**src/rtl/sa_sched_pkg.sv**
```systemverilog
// Shared types for the systolic-array tile scheduler: one-hot state encoding
// and the default drain length.
package sa_sched_pkg;

    localparam int TILE_W_DEFAULT = 8;

    typedef enum logic [6:0] {
        S_IDLE  = 7'b000_0001,
        S_LOAD  = 7'b000_0010,
        S_START = 7'b000_0100,
        S_FEED  = 7'b000_1000,
        S_DRAIN = 7'b001_0000,
        S_OUT   = 7'b010_0000,
        S_DONE  = 7'b100_0000
    } state_t;

    // Shift cycles for the last operand wavefront to cross an X_R x W_C array.
    function automatic int drain_cyc_f(input int x_r, input int w_c);
        return x_r + w_c - 1;
    endfunction

endpackage

```
**src/rtl/sa_tile_counter.sv**
```systemverilog
// Nested r/c/k tile index counters (k innermost, r outermost) with last-tile
// flags compared against the latched minus-one tile counts.
module sa_tile_counter
    import sa_sched_pkg::*;
#(
    parameter int TILE_W = TILE_W_DEFAULT
) (
    input  logic              clk,
    input  logic              rst,
    input  logic              load,
    input  logic [TILE_W-1:0] r_tiles,
    input  logic [TILE_W-1:0] c_tiles,
    input  logic [TILE_W-1:0] k_tiles,
    input  logic              k_adv,
    input  logic              tile_adv,
    output logic [TILE_W-1:0] r_idx,
    output logic [TILE_W-1:0] c_idx,
    output logic [TILE_W-1:0] k_idx,
    output logic              k_last,
    output logic              tile_last
);

    logic [TILE_W-1:0] r_max_q, r_max_d, c_max_q, c_max_d, k_max_q, k_max_d;
    logic [TILE_W-1:0] r_q, r_d, c_q, c_d, k_q, k_d;
    logic              r_last, c_last;

    assign r_last    = (r_q == r_max_q);
    assign c_last    = (c_q == c_max_q);
    assign k_last    = (k_q == k_max_q);
    assign tile_last = r_last && c_last;

    always_comb begin
        r_max_d = r_max_q;
        c_max_d = c_max_q;
        k_max_d = k_max_q;
        r_d     = r_q;
        c_d     = c_q;
        k_d     = k_q;
        if (load) begin
            r_max_d = r_tiles;
            c_max_d = c_tiles;
            k_max_d = k_tiles;
            r_d     = '0;
            c_d     = '0;
            k_d     = '0;
        end else if (k_adv) begin
            k_d = k_q + TILE_W'(1);
        end else if (tile_adv) begin
            // Finishing the last tile wraps everything to zero, ready for a new job.
            k_d = '0;
            if (c_last) begin
                c_d = '0;
                r_d = r_last ? '0 : r_q + TILE_W'(1);
            end else begin
                c_d = c_q + TILE_W'(1);
            end
        end
    end

    always_ff @(posedge clk) begin
        if (rst) begin
            r_max_q <= '0;
            c_max_q <= '0;
            k_max_q <= '0;
            r_q     <= '0;
            c_q     <= '0;
            k_q     <= '0;
        end else begin
            r_max_q <= r_max_d;
            c_max_q <= c_max_d;
            k_max_q <= k_max_d;
            r_q     <= r_d;
            c_q     <= c_d;
            k_q     <= k_d;
        end
    end

    assign r_idx = r_q;
    assign c_idx = c_q;
    assign k_idx = k_q;

endmodule

```
**src/rtl/sa_tile_scheduler.sv**
```systemverilog
// Tile sequencer for the systolic-array feeder: load operands, start/feed each
// depth tile, drain the array, then hand the output tile to the result writer.
module sa_tile_scheduler
    import sa_sched_pkg::*;
#(
    parameter int M_DIM     = 16,
    parameter int X_R       = 16,
    parameter int W_C       = 16,
    parameter int TILE_W    = TILE_W_DEFAULT,
    parameter int DRAIN_CYC = drain_cyc_f(X_R, W_C)
) (
    input  logic              I_CLK,
    input  logic              I_RST,
    input  logic              I_JOB_VALID,
    output logic              O_JOB_READY,
    input  logic [TILE_W-1:0] I_R_TILES,
    input  logic [TILE_W-1:0] I_C_TILES,
    input  logic [TILE_W-1:0] I_K_TILES,
    output logic              O_LD_REQ,
    output logic [TILE_W-1:0] O_LD_R_IDX,
    output logic [TILE_W-1:0] O_LD_C_IDX,
    output logic [TILE_W-1:0] O_LD_K_IDX,
    input  logic              I_LD_ACK,
    output logic              O_SA_START,
    output logic              O_SA_PE_SHIFT,
    output logic              O_SA_SYNC_RSTN,
    input  logic              I_SA_OVER,
    output logic              O_ACC_CLR,
    input  logic              I_STALL,
    output logic              O_RES_VALID,
    input  logic              I_RES_READY,
    output logic [TILE_W-1:0] O_RES_R_IDX,
    output logic [TILE_W-1:0] O_RES_C_IDX,
    output logic              O_BUSY,
    output logic              O_JOB_DONE
);

    localparam int DW = $clog2(DRAIN_CYC + 1);

    if (M_DIM < 1 || DRAIN_CYC < 1) begin : g_bad_params
        $error("sa_tile_scheduler: M_DIM and DRAIN_CYC must be at least 1");
    end

    state_t            state_q, state_d;
    logic [DW-1:0]     drain_q, drain_d;
    logic              run, shift, cnt_load, k_adv, tile_adv, k_last, tile_last;
    logic              ld_req, res_valid;
    logic [TILE_W-1:0] r_idx, c_idx, k_idx;

    sa_tile_counter #(.TILE_W(TILE_W)) u_cnt (
        .clk       (I_CLK),
        .rst       (I_RST),
        .load      (cnt_load),
        .r_tiles   (I_R_TILES),
        .c_tiles   (I_C_TILES),
        .k_tiles   (I_K_TILES),
        .k_adv     (k_adv),
        .tile_adv  (tile_adv),
        .r_idx     (r_idx),
        .c_idx     (c_idx),
        .k_idx     (k_idx),
        .k_last    (k_last),
        .tile_last (tile_last)
    );

    // All handshakes (job, load, result): a transfer happens on a rising edge
    // where valid/req and ready/ack are both high; the requester holds until then.
    assign run   = !I_RST;
    assign shift = run && (state_q == S_FEED || state_q == S_DRAIN) && !I_STALL;

    always_comb begin
        state_d  = state_q;
        drain_d  = drain_q;
        cnt_load = 1'b0;
        k_adv    = 1'b0;
        tile_adv = 1'b0;
        case (state_q)
            S_IDLE: begin
                if (I_JOB_VALID) begin
                    cnt_load = 1'b1;
                    state_d  = S_LOAD;
                end
            end
            S_LOAD:  if (I_LD_ACK) state_d = S_START;
            S_START: state_d = S_FEED;
            S_FEED: begin
                // The feeder only returns to idle once its over flag is shifted out.
                if (I_SA_OVER && shift) begin
                    if (k_last) begin
                        drain_d = DW'(DRAIN_CYC);
                        state_d = S_DRAIN;
                    end else begin
                        k_adv   = 1'b1;
                        state_d = S_LOAD;
                    end
                end
            end
            S_DRAIN: begin
                if (shift) begin
                    drain_d = drain_q - DW'(1);
                    if (drain_q == DW'(1)) state_d = S_OUT;
                end
            end
            S_OUT: begin
                if (I_RES_READY) begin
                    tile_adv = 1'b1;
                    state_d  = tile_last ? S_DONE : S_LOAD;
                end
            end
            S_DONE:  state_d = S_IDLE;
            default: state_d = S_IDLE;
        endcase
    end

    always_ff @(posedge I_CLK) begin
        if (I_RST) begin
            state_q <= S_IDLE;
            drain_q <= '0;
        end else begin
            state_q <= state_d;
            drain_q <= drain_d;
        end
    end

    assign ld_req         = run && (state_q == S_LOAD);
    assign res_valid      = run && (state_q == S_OUT);
    assign O_JOB_READY    = run && (state_q == S_IDLE);
    assign O_LD_REQ       = ld_req;
    assign O_LD_R_IDX     = ld_req ? r_idx : '0;
    assign O_LD_C_IDX     = ld_req ? c_idx : '0;
    assign O_LD_K_IDX     = ld_req ? k_idx : '0;
    assign O_SA_START     = run && (state_q == S_START);
    assign O_ACC_CLR      = run && (state_q == S_START) && (k_idx == '0);
    assign O_SA_PE_SHIFT  = shift;
    assign O_SA_SYNC_RSTN = !I_RST;
    assign O_RES_VALID    = res_valid;
    assign O_RES_R_IDX    = res_valid ? r_idx : '0;
    assign O_RES_C_IDX    = res_valid ? c_idx : '0;
    assign O_BUSY         = run && (state_q != S_IDLE);
    assign O_JOB_DONE     = run && (state_q == S_DONE);

endmodule

```
**config.mk**
```make
export PLATFORM = sky130hd
export DESIGN_NAME = sa_tile_scheduler
export DESIGN_NICKNAME = d
export VERILOG_FILES = /design/src/rtl/sa_sched_pkg.sv /design/src/rtl/sa_tile_counter.sv /design/src/rtl/sa_tile_scheduler.sv
export SDC_FILE = /design/constraint.sdc
export NUM_CORES = 1
export LEC_CHECK = 0
export ABC_CLOCK_PERIOD_IN_PS = 3230
export CORE_UTILIZATION = 35
export DETAILED_ROUTE_END_ITERATION = 10
export GPL_TIMING_DRIVEN = 0
export PLACE_DENSITY = 0.66
export SLEW_MARGIN = 20
export SYNTH_ARGS = -nofsm -noshare
export SYNTH_HDL_FRONTEND = slang
export SYNTH_SLANG_ARGS = --single-unit
```
**constraint.sdc**
```tcl
create_clock -name I_CLK -period 3.23 [get_ports I_CLK]
set_clock_uncertainty 0.1 [all_clocks]
set_input_delay 0.4845 -clock I_CLK [delete_from_list [all_inputs] [get_ports I_CLK]]
set_output_delay 0.4845 -clock I_CLK [all_outputs]
set_load 0.02 [all_outputs]
```
==> flow_summary.toml <==
[grt]
grtUsageTotal = 0.193
antenna_found_initial = 0
grt_pass1_vias = 3086
grt_overflow = 0
grt_max_degree = 13
grt_pass1_wl_um = 15200

[power_and_ir_drop]
p_leak_nw = 2.14
power.density_nw_per_um2 = 481
p_total_mw = 2.28
ir_drop_mv = 0.210

[worst_setup_path]
crit_path_max_fanout = 10
critPathKind = "in2out"
start_kind = "input port"
path_cells = "clkdlybuf4s50_1 -> clkbuf_4 -> buf_2 -> clkbuf_4 -> nor2_1 -> clkdlybuf4s50_1"
worst-path-buf-inv = 5
endpoint_kind = "output port"
slowest_delay_ns = 0.63
crit_slowest_cell = "clkdlybuf4s50_1"
critical-path-top-delay-family = "buffers and inverters"
worstPathArrival_ns = 2.54
regToRegSetupSlack_ns = 0.42
required_ns = 2.65

[routing]
num_vias = 3268
via_per_inst = 5.12
ant_nets = 0
drt_wl_total_um = 9580
dr.pass1.iters = 4
drtIter0Drc = 109
drc = 0
wire_per_inst_um = 15.0

[finish]
final_core_util = 0.505
drive_gt1_frac = 0.104
nets = 541
final_common_cell = "clkdlybuf4s50_1"
area_growth_pct = 37.3
final_area_um2 = 4730
antenna_cells = 0
final_cell_mix = "clkdlybuf4s50_1, dfxtp_1, nor2_1, xor2_1, mux2i_1"
stdcell_count = 638

[cts]
clock-root-buffer = "clkbuf_8"
cts_buffer_depth = 2
cts.sinks = 60
cts_max_level = 3
cts-hold-fix-buffers = 0
cts_tree = "done"
numCtsBuffers = 9
insertion_delay_ns = 0.34
clkSlewWorstSetupHoldPaths_ns = 0.07

[timing]
finalHoldViolations = 0
final-setup-viol-count = 0
fin_crit_ns = 3.13
drv_slew = 0
relSlewSlack = 0.509
rsz0062_at_grt = "no"
fmax_ghz = 0.320
tightestPinTransition_ns = 0.730
period_share = 0.968

[floorplan]
ios = 80
die_w_um = 101
die_h_um = 101
initial_core_util = 0.368
coreArea_um2 = 9370
die_area_um2 = 10200
num_rows = 35

[hold_path]
min_path_type = "reg2reg"

[synth]
synth_seq_cells = 60
synth_nets = 449
synth_area_um2 = 3450
yosysUniqueCellTypes = 45
syn_avg_cell_area_um2 = 8.37
seq_area_frac_synth = 0.348
ys_warn_count = 0
synthCells = 412

[placement]
placedCellCount = 620
place_area_um2 = 4400
gp_congestion = 0.892
io_buffers = 79
place.detailed.hpwl_um = 7300

[job]
maxCapViolCount = 0

[outcome]
status = "finished, final reports clean"
## area by class of cell
| class | instances | area [um2] |
|---|---|---|
| plain buffers | 24 | 121 |
| clock buffers | 9 | 124 |
| clock inverters | 7 | 76.3 |
| fillers | 948 | 4640 |
| inverters | 14 | 52.6 |
| multi-input cells | 312 | 2140 |
| flip-flops and latches | 60 | 1200 |
| well taps | 129 | 161 |
| repair buffers | 83 | 852 |
## repair_timing
action / 4_1_cts / 5_1_grt
pin swaps: 4 / 1
setup buffers: 3 / 1
endpoints found under the setup margin: 46 / 42
gates resized for setup: 22 / 21
## cells by family after synthesis
logic type      after synthesis  synth area share
simple gates                186             0.307
flops                        60             0.348
compound gates               55            0.0980
buf+inv                      40            0.0468
xor+xnor                     35            0.0889
mux                          30            0.0889
fa+ha+maj                     6            0.0218
## per-layer routing
| metal | wire length (um) | vias up | track usage |
|---|---|---|---|
| li1 | - | 1652 | - |
| met5 | 0 | - | 0 |
| met3 | 462 | 12 | 0.0407 |
| met4 | 104 | 0 | 0.0513 |
| met2 | 4640 | 78 | 0.334 |
| met1 | 4370 | 1526 | 0.243 |
## worst reg2reg max path: cells and delay by family, from the launching register on
| kind | cells | cell delay, ns |
|---|---|---|
| AO/OA/AOI/OAI | 1 | 0.15 |
| buffers and inverters | 1 | 0.20 |
| flip-flops | 1 | 0.39 |
| AND/OR/NAND/NOR | 4 | 1.91 |
## final timing paths
path	startpoint	cells past startpoint	to
hold / removal	drain_q[3]	2	drain_q[3]
setup / recovery	I_RST	6	O_BUSY
hold reg to reg	drain_q[3]	2	drain_q[3]
setup reg to reg	state_q[0]	6	u_cnt.r_idx[5]
## registers in the layout, summed over array words and instances (netlist names)
| name | count |
|---|---|
| u_cnt.k_idx | 8 |
| u_cnt.r_idx | 8 |
| u_cnt.k_max_q | 8 |
| u_cnt.r_max_q | 8 |
| drain_q | 5 |
| state_q | 7 |
| u_cnt.c_idx | 8 |
| u_cnt.c_max_q | 8 |
## through the flow
step | worst slack, ns | TNS [ns] | hold slack (ns)
floorplan | 0.477 | 0 | 0.361
global placement | -0.542 | -12.81 | 0.382
detailed placement | -0.612 | -14.78 | 0.394
CTS | 0.00248 | 0 | 0.405
global route | 0.0116 | 0 | 0.439
finish | 0.102 | 0 | 0.409
## cells in the mapped netlist, drive strengths merged
cell type   n  area [um2]
a211o       2        17.5
a211oi      6        45.0
a21o        1        7.51
a21oi      21         105
a221oi      1        8.76
a22o        1        8.76
a311o       2        20.0
a311oi      1        8.76
a31oi       2        12.5
and2       21         131
and3       23         144
and3b       1        8.76
and4b       1        10.0
buf         4        26.3
clkbuf     22        82.6
dfxtp      60        1200
ha          6        75.1
inv        14        52.6
mux2        5        56.3
mux2i      25         250
nand2      15        56.3
nand2b      5        31.3
nand3      10        62.6
nand4       9        56.3
nor2       43         161
nor2b       2        12.5
nor3       14        70.1
nor4       18         140
nor4b       4        35.0
o211ai      1        7.51
o21ai      12        60.1
o22ai       1        6.26
o31ai       4        30.0
or2         4        25.0
or3         8        50.1
or3b        1        8.76
or4         6        45.0
or4b        1        10.0
xnor2       6        52.6
xor2       29         254
## where the power goes
group          total, mW  switching (mW)  leakage, nW  internal, mW
logic              0.709           0.404         1.55         0.306
registers          0.881          0.0660        0.488         0.815
clock network      0.685           0.326       0.0958         0.359
Note: power is estimated with default switching activity, not from simulation.
